<file path="config.mk">
export PLATFORM = sky130hd
export DESIGN_NAME = row_occupancy_tracker
export DESIGN_NICKNAME = d
export VERILOG_FILES = /design/src/rtl/row_occupancy_tracker.sv
export SDC_FILE = /design/constraint.sdc
export NUM_CORES = 1
export LEC_CHECK = 0
export BUFFER_PORTS_ARGS = -buffer_cell sky130_fd_sc_hd__buf_4
export CAP_MARGIN = 10
export CORE_ASPECT_RATIO = 0.9
export CORE_MARGIN = 5
export CORE_UTILIZATION = 40
export DETAILED_ROUTE_END_ITERATION = 16
export SLEW_MARGIN = 20
export SYNTH_ARGS = -nofsm -noshare
export SYNTH_HDL_FRONTEND = slang
export SYNTH_SLANG_ARGS = --single-unit
export TNS_END_PERCENT = 50
</file>
<file path="constraint.sdc">
create_clock -name clk -period 7.5 [get_ports clk]
set_input_delay 0.375 -clock clk [delete_from_list [all_inputs] [get_ports clk]]
set_output_delay 0.375 -clock clk [all_outputs]
set_load 0.01 [all_outputs]
</file>
<file path="src/rtl/row_occupancy_tracker.sv">
// Row occupancy tracker for a circular row buffer of DEPTH rows.
// Counts valid rows; variable-size pushes, wrapping span releases.
//
// Ports:
//   clk, rst            clock, async active-high reset
//   flush               synchronous clear of count
//   wr_valid/wr_num     push request and row count
//   wr_ready            push accepted this cycle if wr_valid
//   rel_valid           release request
//   start_ptr/end_ptr   inclusive span of released rows (may wrap)
//   rel_ready           release accepted this cycle if rel_valid
//   count               registered occupancy, 0..DEPTH
//   full/empty          count == DEPTH / count == 0
//   almost_full/_empty  count >= AF_TH / count <= AE_TH
//   ovf_err/udf_err     sticky rejected push / rejected release
//   err_clr             clears error flags (and peak)
//   peak                highest count since reset/err_clr
//
// Build option: define OCC_PEAK_EN to implement the peak register;
// otherwise peak is tied to zero.
module row_occupancy_tracker #(
    parameter int DEPTH = 16,
    parameter int PTR_W = $clog2(DEPTH),
    parameter int CNT_W = $clog2(DEPTH + 1),
    parameter int AF_TH = DEPTH - 2,
    parameter int AE_TH = 2
) (
    input  logic             clk,
    input  logic             rst,
    input  logic             flush,
    input  logic             wr_valid,
    input  logic [CNT_W-1:0] wr_num,
    output logic             wr_ready,
    input  logic             rel_valid,
    input  logic [PTR_W-1:0] start_ptr,
    input  logic [PTR_W-1:0] end_ptr,
    output logic             rel_ready,
    output logic [CNT_W-1:0] count,
    output logic             full,
    output logic             empty,
    output logic             almost_full,
    output logic             almost_empty,
    output logic             ovf_err,
    output logic             udf_err,
    input  logic             err_clr,
    output logic [CNT_W-1:0] peak
);

    // One extra bit so sums and spans never truncate.
    localparam int W = CNT_W + 1;
    localparam logic [W-1:0] DEPTH_W = W'(DEPTH);
    localparam logic [W-1:0] ONE_W   = W'(1);
    localparam logic [CNT_W-1:0] AF_C = CNT_W'(AF_TH);
    localparam logic [CNT_W-1:0] AE_C = CNT_W'(AE_TH);

    logic [CNT_W-1:0] count_q;
    logic [CNT_W-1:0] count_nxt;
    logic [W-1:0]     cnt_w;
    logic [W-1:0]     num_w;
    logic [W-1:0]     s_w;
    logic [W-1:0]     e_w;
    logic [W-1:0]     span;
    logic [W-1:0]     wr_sum;
    logic [W-1:0]     nxt_w;
    logic             ptr_ok;
    logic             wr_fire;
    logic             rel_fire;
    logic             ovf_set;
    logic             udf_set;
    logic             ovf_q;
    logic             udf_q;

    assign cnt_w = W'(count_q);
    assign num_w = W'(wr_num);
    assign s_w   = W'(start_ptr);
    assign e_w   = W'(end_ptr);

    // Inclusive span; a wrapped span adds DEPTH back in.
    always_comb begin
        if (e_w >= s_w) begin
            span = e_w - s_w + ONE_W;
        end else begin
            span = e_w + DEPTH_W - s_w + ONE_W;
        end
    end

    assign ptr_ok = (s_w < DEPTH_W) && (e_w < DEPTH_W);

    // Readies look only at the registered count, so a push and a
    // release in the same cycle can never push count out of range.
    assign wr_sum    = cnt_w + num_w;
    assign wr_ready  = (wr_sum <= DEPTH_W);
    assign rel_ready = ptr_ok && (span <= cnt_w);

    assign wr_fire  = wr_valid && wr_ready;
    assign rel_fire = rel_valid && rel_ready;
    assign ovf_set  = wr_valid && !wr_ready;
    assign udf_set  = rel_valid && !rel_ready;

    always_comb begin
        nxt_w = cnt_w;
        if (wr_fire) begin
            nxt_w = nxt_w + num_w;
        end
        if (rel_fire) begin
            nxt_w = nxt_w - span;
        end
        if (flush) begin
            nxt_w = '0;
        end
    end

    assign count_nxt = nxt_w[CNT_W-1:0];

    always_ff @(posedge clk or posedge rst) begin
        if (rst) begin
            count_q <= '0;
        end else begin
            count_q <= count_nxt;
        end
    end

    // A new error in the same cycle as err_clr keeps the flag set.
    always_ff @(posedge clk or posedge rst) begin
        if (rst) begin
            ovf_q <= 1'b0;
            udf_q <= 1'b0;
        end else begin
            ovf_q <= ovf_set || (ovf_q && !err_clr);
            udf_q <= udf_set || (udf_q && !err_clr);
        end
    end

`ifdef OCC_PEAK_EN
    logic [CNT_W-1:0] peak_q;

    always_ff @(posedge clk or posedge rst) begin
        if (rst) begin
            peak_q <= '0;
        end else if (err_clr) begin
            peak_q <= '0;
        end else if (count_nxt > peak_q) begin
            peak_q <= count_nxt;
        end
    end

    assign peak = peak_q;
`else
    assign peak = '0;
`endif

    assign count        = count_q;
    assign full         = (cnt_w == DEPTH_W);
    assign empty        = (count_q == '0);
    assign almost_full  = (count_q >= AF_C);
    assign almost_empty = (count_q <= AE_C);
    assign ovf_err      = ovf_q;
    assign udf_err      = udf_q;

endmodule

</file>
==> impl_metrics.yaml, run 1 <==
yosys:
  yosys_warnings: 0
  yosysUniqueCellTypes: 54
  netlist_area_mm2: 0.001555
  netlist_top_cells_count: "26 x ha_1, 26 x inv_1, 15 x nor2_1, 8 x a21oi_1, 7 x dfrtp_1"
  async_flop_share_pct: 100.0
  synth_edf_count: 0
  ys_seq_area_share_pct: 11.26
  yosysTopAreaCell: "ha_1"
  ys_seq_elements: 7
  netlist_instances: 185
  yosysTopAreaCellShare_pct: 20.92
  syn_area_per_cell_um2: 8.407
  synthFlopType: "dfrtp_1"
  yosys-top-cells-area: "ha_1 21%, dfrtp_1 11%, fa_1 6.4%"
job:
  maxCapViolations: 0
sta:
  rsz0062_at_grt: "false"
  tightest_slew_ns: 0.6718
  setup_viol: 0
  tns_ns: 0
  final_hold_viol_count: 0
  fin_crit_ns: 3.947
  post-route-period-util_pct: 52.63
  fin_ws_ns: 3.553
  slew_headroom_pct: 54.72
  slew_violations: 0
  skew_ns: 0.002184
  fmax_ghz: 0.2534
global_routing:
  track_usage_pct: 15.21
  antenna_found_initial: 0
  use_met2_pct: 23.11
  grt_max_degree: 13
  grt_overflow: 0
  grt_pass1_wl_mm: 6.568
  grt_pass1_vias: 1422
  gr-usage-met3_pct: 1.308
  busiest_layer: "met2"
  grt_util_met1_pct: 22.80
drt:
  post-route-drc-count: 0
  drt_first_pass_iters: 4
  vias: 1419
  postRouteAntennaNets: 0
  drt-total-wl_mm: 3.730
  drt_iter0_markers: 95
  via_per_inst: 5.437
  wl_per_cell_um: 14.29
place:
  dp_hpwl_mm: 3.217
  dp_slack_ns: 3.545
  place.gp.congestion: 0.9260
  io_buffer_count: 31
pwr:
  cellLeakagePower_nw: 0.9674
  ir_drop_uv: 178.3
  p_per_area_mw_per_mm2: 293.5
setup_path:
  endpoint_kind: "flip-flop"
  crit_required_ns: 7.61
  path_class: "flip-flop to flip-flop"
  slowest_stage: "fa_1"
  critPathMaxFanout: 7
  cp_top_family: "compound AO/OA/AOI/OAI gates"
  path_cells: "ha_1, fa_1, a21o_1, a21o_1, a32o_2, o211ai_4, mux2_2, ha_1, nor2b_1, o21ai_0, nand2b_1, nand3b_1, mux2i_1, mux2_2"
  crit_buf_inv: 0
  cp_data_arrival_time_ns: 4.05
  cpPeakStageDelay_ns: 0.46
  worst_setup_path_start_kind: "flip-flop"
clock_tree:
  numCtsBuffers: 3
  ctsHoldBuffers: 0
  cts_tree: "built"
  clock_latency_ns: 0.22
  cts.htree.levels: 1
  ctsResizeCount: 0
  root_buffer: "clkbuf_8"
  clk_pin_slew_ns: 0.04
  clock_path_buffers: 2
  cts_sinks: 7
  post_cts_buffers: 0
final_layout:
  finalNetCount: 266
  seq_area_um2: 175.2
  n_antenna_cell: 0
  syn2layout_area_growth_pct: 18.50
  drive_above_1_share_pct: 22.33
  multiInputGateArea_mm2: 0.001235
  n_fill_cell: 369
  final_util_pct: 49.40
floorplan:
  start_util_pct: 41.68
  core_area_mm2: 0.003731
  die_w_um: 75.73
  io_pins: 37
  die_area_mm2: 0.005237
  num_rows: 21
  die_h_um: 69.16
worst_hold_path:
  hp-class: "primary input to async pin"
status:
  status: "completed"
==> layout make-up <==
type	instances	share of cell area, %
Tap cell	46	3.123
Timing Repair Buffer	31	12.63
Inverter	26	5.295
Multi-Input combinational cell	147	67.01
Sequential cell	7	9.504
Clock buffer	4	2.444
==> sequential cells by signal, indices dropped and copies added, names as in the netlist <==
| register | cells |
|---|---|
| count | 5 |
| ovf_err | 1 |
| udf_err | 1 |
==> per-layer routing <==
layer	vias to the layer above	wire length (um)
met4	0	48
li1	703	-
met5	-	0
met1	659	1774
met3	9	174
met2	48	1733
==> cells by family after synthesis <==
| group | after synthesis | share of synthesized area, % |
|---|---|---|
| multiplexers | 11 | 7.482 |
| AND/OR/NAND/NOR | 49 | 17.30 |
| buffers and inverters | 35 | 10.30 |
| AO/OA/AOI/OAI | 42 | 21.00 |
| flip-flops | 7 | 11.26 |
| XOR/XNOR | 9 | 5.069 |
| adder cells (fa/ha/maj) | 31 | 27.35 |
| other | 1 | 0.2411 |
==> path summary, 6_finish.rpt <==
| check | start | to | slack [ns] | cells past startpoint |
|---|---|---|---|---|
| worst max-delay path | count[0] | count[4] | 3.55 | 14 |
| worst min-delay path | rst | count[2] | 0.08 | 2 |
| worst max register to register | count[0] | count[4] | 3.55 | 14 |
| worst min register to register | udf_err | udf_err | 0.53 | 2 |
| max in group asynchronous | rst | count[3] | 7.22 | 2 |
| min in group clk | flush | count[0] | 0.35 | 2 |
==> power by group <==
part | leakage (nW) | switching (mW) | internal (mW)
combinational | 0.854 | 0.216 | 0.202
clock | 0.0228 | 0.0150 | 0.0367
sequential | 0.0907 | 0.0195 | 0.0517
==> per-stage QoR <==
step           cells  hold WS, ns  power [mW]  instance area [um2]
4_1_cts          261      0.08143      0.5428                 1843
2_1_floorplan    189       0.1784      0.3673                 1570
6_report         261      0.07639      0.5410                 1843
3_5_place_dp     257       0.3254      0.4874                 1798
3_3_place_gp     257       0.3180      0.4781                 1798
5_1_grt          261       0.1003      0.5990                 1843
==> placed cells by master (no fill, tap or decap), types with 2 or more instances in the layout <==
cell type,count
nor4b_1,2
xnor2_1,6
ha_1,26
o21a_1,3
nand4_1,2
nor2b_1,4
o31a_1,2
buf_4,31
clkbuf_8,3
xor2_1,3
inv_1,26
a211o_1,2
nand2b_1,3
mux2_2,5
nand3_1,4
o22ai_1,2
o21ai_0,6
nand2_1,5
nor3_1,4
dfrtp_1,7
conb_1,5
a21oi_1,8
fa_1,5
mux2i_1,6
nor2_1,15
a21o_1,4
No activity file was read; power rests on OpenSTA's default activity.
==> inputs of run 2 (changes only) <==
==> constraint.sdc (replaced) <==
create_clock -name clk -period 3.2 [get_ports clk]
set_input_delay 0.16 -clock clk [delete_from_list [all_inputs] [get_ports clk]]
set_output_delay 0.16 -clock clk [all_outputs]
set_load 0.01 [all_outputs]
==> run 2 against run 1 <==
Net effect: sequential power increased by 110%; cell count is 18% higher; clock skew fell by 0.00058 ns; total power grew to 3.0 times the previous value; via count increased by 12%; clock power is 140% higher; critical endpoint unchanged; flip-flop and latch count did not move; design area rose by 25%; critical path depth grew 1; the flow now finishes with violations (setup timing); first-iteration DRC count down 40%; wire length increased by 21%.
==> impl_metrics.yaml, run 2 (synthesis results as in run 1) <==
setup_path:
  crit_required_ns: 3.31
  worst_setup_path_start_kind: "flip-flop"
  endpoint_kind: "flip-flop"
  crit_start: "count[0]"
  cp_data_arrival_time_ns: 3.66
  r2r_setup_slack_ns: -0.35
  path_class: "flip-flop to flip-flop"
  rr_startpoint: "count[0]"
  critPathMaxFanout: 4
sta:
  fin_ws_ns: -0.3511
  rsz0062_at_grt: "true"
  final_hold_viol_count: 0
  skew_ns: 0.001603
  worst_hold_slack_ns: 0.1303
  fin_crit_ns: 3.551
  setup_viol: 2
  fmax_ghz: 0.2816
  slew_violations: 0
  post-route-period-util_pct: 111.0
worst_hold_path:
  worstHoldStart: "err_clr"
  hp-class: "primary input to flip-flop"
final_layout:
  drive_above_1_share_pct: 42.91
  finalNonFillerCells: 307
  finalNetCount: 312
  final_common_cell: "buf_4"
  n_antenna_cell: 0
  largest_register_ffs: 5
  final_cell_mix: "76 x buf_4, 26 x inv_1, 20 x ha_1"
  syn2layout_area_growth_pct: 48.67
  final_area_mm2: 0.002312
  largest-register: "count"
global_routing:
  grt_pass1_vias: 1560
  grt_overflow: 0
  grt_pass1_wl_mm: 7.196
  track_usage_pct: 17.12
  grt_max_degree: 9
  gr-usage-met3_pct: 2.762
  use_met2_pct: 26.94
  busiest_layer: "met2"
  antenna_found_initial: 0
  grt_util_met1_pct: 24.69
clock_tree:
  numCtsBuffers: 3
  cts_sinks: 7
  root_buffer: "clkbuf_8"
  cts.htree.levels: 1
  clock_path_buffers: 2
  clk_pin_slew_ns: 0.04
  cts_tree: "built"
  clock_latency_ns: 0.23
drt:
  postRouteAntennaNets: 0
  wl_per_cell_um: 14.72
  post-route-drc-count: 0
  drt_first_pass_iters: 4
  drt_iter0_markers: 57
  vias: 1592
  drt-total-wl_mm: 4.519
  via_per_inst: 5.186
place:
  place.gp.congestion: 0.8977
  io_buffer_count: 31
  place_area_mm2: 0.002096
  dp_hpwl_mm: 3.680
  numPlacedInstances: 292
pwr:
  p_per_area_mw_per_mm2: 703.2
  cellLeakagePower_nw: 1.198
  ir_drop_uv: 488.9
job:
  maxCapViolations: 0
floorplan:
  core_area_mm2: 0.003731
  die_area_mm2: 0.005237
  die_w_um: 75.73
  die_h_um: 69.16
  num_rows: 21
  start_util_pct: 41.68
  io_pins: 37
status:
  status: "complete, but fails checks"
  failed_checks: "setup timing"
[run 2: changes by cell type in the layout (fill, tap and decap cells not counted), sizes merged]
cell and change:
buf +45, dlygate4sd3 +1
[run 2: worst paths after layout]
check,end,cells after the start
worst max register to register,count[4],15
min in group asynchronous,count[1],3
worst max-delay path,count[4],15
worst min-delay path,ovf_err,2
worst min register to register,udf_err,2
max in group asynchronous,count[0],3
[run 2: layout make-up]
cell class / count / area [um2]
multi-input cells: 147 / 1355
well taps: 46 / 57.56
clock buffers: 4 / 45.04
flip-flops and latches: 7 / 176.4
repair buffers: 77 / 580.6
inverters: 26 / 97.59
fillers: 337 / 1419
[run 2: layer usage]
layer  vias to the layer above  share of wire [%]
met5                         -                  0
met2                        39                 48
met4                         0               0.60
met1                       760                 47
met3                         2                4.4
li1                        791                  -
[run 2: per-stage QoR]
step / power [mW] / setup slack (ns) / setup TNS (ns) / util (%)
6_report: 1.626 / -0.3511 / -0.4333 / 61.97
5_1_grt: 1.762 / -0.4974 / -1.056 / 61.97
4_1_cts: 1.554 / -0.3268 / -0.3523 / 59.29
3_5_place_dp: 1.361 / -0.3773 / -1.126 / 56.17
3_3_place_gp: 1.338 / -0.3046 / -0.7994 / 56.17
2_1_floorplan: 0.8910 / -0.2955 / -0.4320 / -
[run 2: worst max-delay path, stage by stage (launching register included)]
cell	delay, ns
dfrtp_2	0.42
ha_4	0.17
fa_2	0.36
a21o_1	0.19
a21o_1	0.18
a32o_2	0.27
o211ai_4	0.24
mux2i_2	0.30
ha_2	0.24
fa_2	0.20
nor2b_1	0.05
o21ai_1	0.11
nand2b_1	0.08
nand3b_1	0.15
mux2i_1	0.13
mux2_2	0.34
[run 2: repair_timing]
action | 4_1_cts | 5_1_grt
pin swaps | 4 | 10
setup buffers | 4 | 6
gates resized for setup | 5 | 11
hold buffers | 1 | 0
endpoints found under the hold margin | 7 | 0
setup endpoints to repair | 4 | 6
[run 2: where the power goes]
| part | total [mW] | leakage (nW) | internal (mW) | switching, mW |
|---|---|---|---|---|
| Sequential | 0.150 | 0.0892 | 0.122 | 0.0274 |
| Clock | 0.123 | 0.0228 | 0.0860 | 0.0366 |
| Combinational | 1.35 | 1.09 | 0.727 | 0.626 |
| Total | 1.63 | 1.20 | 0.936 | 0.690 |
==> inputs of run 3 (changes only) <==
--- a/config.mk
+++ b/config.mk
@@ -11,6 +11,8 @@
 export CORE_MARGIN = 5
 export CORE_UTILIZATION = 40
 export DETAILED_ROUTE_END_ITERATION = 16
+export GPL_TIMING_DRIVEN = 0
+export RECOVER_POWER = 25
 export SLEW_MARGIN = 20
 export SYNTH_ARGS = -nofsm -noshare
 export SYNTH_HDL_FRONTEND = slang
==> run 3 against run 2 <==
Net effect: the flow still finishes with violations (setup timing); sequential power grew 12%; register-to-register slack lost 0.12 ns; first-iteration DRC count grew 75%; count of clock-buffer cells in the layout is the same; clock power is essentially flat; critical path type unchanged; largest cell class unchanged; largest power group unchanged.
==> impl_metrics.yaml, run 3 (synthesis results as in run 1) <==
status:
  status: "complete, but fails checks"
  failed_checks: "setup timing"
global_routing:
  grt_pass1_wl_mm: 6.768
  grt_pass1_vias: 1487
  grt_overflow: 0
  antenna_found_initial: 0
  track_usage_pct: 15.95
  grt_max_degree: 11
floorplan:
  start_util_pct: 41.68
  core_area_mm2: 0.003731
  num_rows: 21
  die_area_mm2: 0.005237
  die_h_um: 69.16
  io_pins: 37
  die_w_um: 75.73
setup_path:
  cp_data_arrival_time_ns: 3.79
  path_class: "flip-flop to flip-flop"
  r2r_setup_slack_ns: -0.48
  critPathMaxFanout: 5
  endpoint_kind: "flip-flop"
  r2r-end: "count[4]"
  crit_required_ns: 3.31
  rr_startpoint: "count[0]"
  reg2reg_depth: 15
  worst_setup_path_start_kind: "flip-flop"
pwr:
  ir_drop_uv: 558.8
  p_total_mw: 1.548
  p_per_area_mw_per_mm2: 672.8
  cellLeakagePower_nw: 1.122
sta:
  fin_ws_ns: -0.4757
  setup_viol: 3
  final_hold_viol_count: 0
  rsz0062_at_grt: "true"
  slew_violations: 0
  worst_hold_slack_ns: 0.1268
  fmax_ghz: 0.2721
  fin_crit_ns: 3.676
  skew_ns: 0.001851
  post-route-period-util_pct: 114.9
place:
  numPlacedInstances: 266
  io_buffer_count: 31
  place.gp.congestion: 0.8616
  dp_hpwl_mm: 3.293
final_layout:
  final_util_pct: 61.67
  finalNonFillerCells: 285
  n_antenna_cell: 0
  largest_register_ffs: 5
  finalNetCount: 290
  drive_above_1_share_pct: 44.35
  syn2layout_area_growth_pct: 47.95
  final_common_cell: "buf_4"
  final_cell_mix: "50 x buf_4, 23 x inv_1, 14 x ha_1"
  largest-register: "count"
drt:
  drt_first_pass_iters: 4
  drt_iter0_markers: 100
  postRouteAntennaNets: 0
  post-route-drc-count: 0
  wl_per_cell_um: 14.74
  via_per_inst: 5.270
  drt-total-wl_mm: 4.202
  vias: 1502
clock_tree:
  numCtsBuffers: 3
  clock_latency_ns: 0.23
  cts_tree: "built"
  clock_path_buffers: 2
  cts.htree.levels: 1
  root_buffer: "clkbuf_8"
  clk_pin_slew_ns: 0.04
  cts_sinks: 7
worst_hold_path:
  hp-class: "primary input to flip-flop"
  min_path_cells: 2
  worstHoldStart: "err_clr"
  min_to: "ovf_err"
job:
  maxCapViolations: 0
## run 3: how the worst max path moves through the flow
| stage | from | endpoint | slack [ns] | depth (start not counted) |
|---|---|---|---|---|
| 2_1_floorplan | count[0] | count[4] | -0.30 | 15 |
| 3_3_place_gp | count[0] | count[4] | -0.59 | 15 |
| 3_5_place_dp | count[0] | count[4] | -0.62 | 15 |
| 4_1_cts | count[0] | count[4] | -0.47 | 15 |
| 5_1_grt | count[0] | count[4] | -0.62 | 15 |
| 6_report | count[0] | count[4] | -0.48 | 15 |
## run 3: routing by layer
layer	GRT usage, %	up-vias	share of wire [%]
li1	-	753	-
met1	22.35	707	46
met2	25.70	38	49
met3	2.326	4	4.7
met4	3.107	0	0.50
met5	0	-	0
## run 3: layout make-up
type	count	area, um2
inverters	26	100.1
plain buffers	7	62.56
clock buffers	4	45.04
well taps	46	57.56
fillers	343	1430
flip-flops and latches	7	177.7
multi-input cells	147	1491
repair buffers	48	366.6
## run 3: metrics by stage
stage / area [um2] / setup TNS (ns) / setup slack (ns)
after global placement: 1896 / -1.412 / -0.5865
after detailed placement: 1896 / -1.991 / -0.6163
after global routing: 2301 / -1.324 / -0.6208
final: 2301 / -0.8819 / -0.4757
after floorplan: 1605 / -0.4320 / -0.2955
after CTS: 2087 / -0.9246 / -0.4739
## run 3: repair_timing
action / 4_1_cts / 5_1_grt
gates cloned: 0 / 0
gates resized for setup: 12 / 38
pin swaps: 11 / 15
setup buffers: 10 / 6
hold endpoints to repair: 7 / 0
endpoints found under the setup margin: 6 / 6
hold buffers: 1 / 0
## run 3: worst max-delay path: stages, from the launching register on
cell	delay, ns
dfrtp_2	0.43
ha_4	0.17
fa_2	0.38
a21o_1	0.17
a21o_1	0.19
a32o_2	0.30
o211ai_4	0.20
buf_6	0.15
mux2_4	0.33
ha_4	0.22
nor2b_1	0.12
o21ai_1	0.11
nand2b_1	0.08
nand3b_1	0.16
mux2i_1	0.19
mux2_2	0.35
## run 3: power by group
| part | total, mW | internal [mW] | switching (mW) |
|---|---|---|---|
| logic | 1.26 | 0.654 | 0.603 |
| registers | 0.168 | 0.124 | 0.0446 |
| clock network | 0.123 | 0.0861 | 0.0372 |
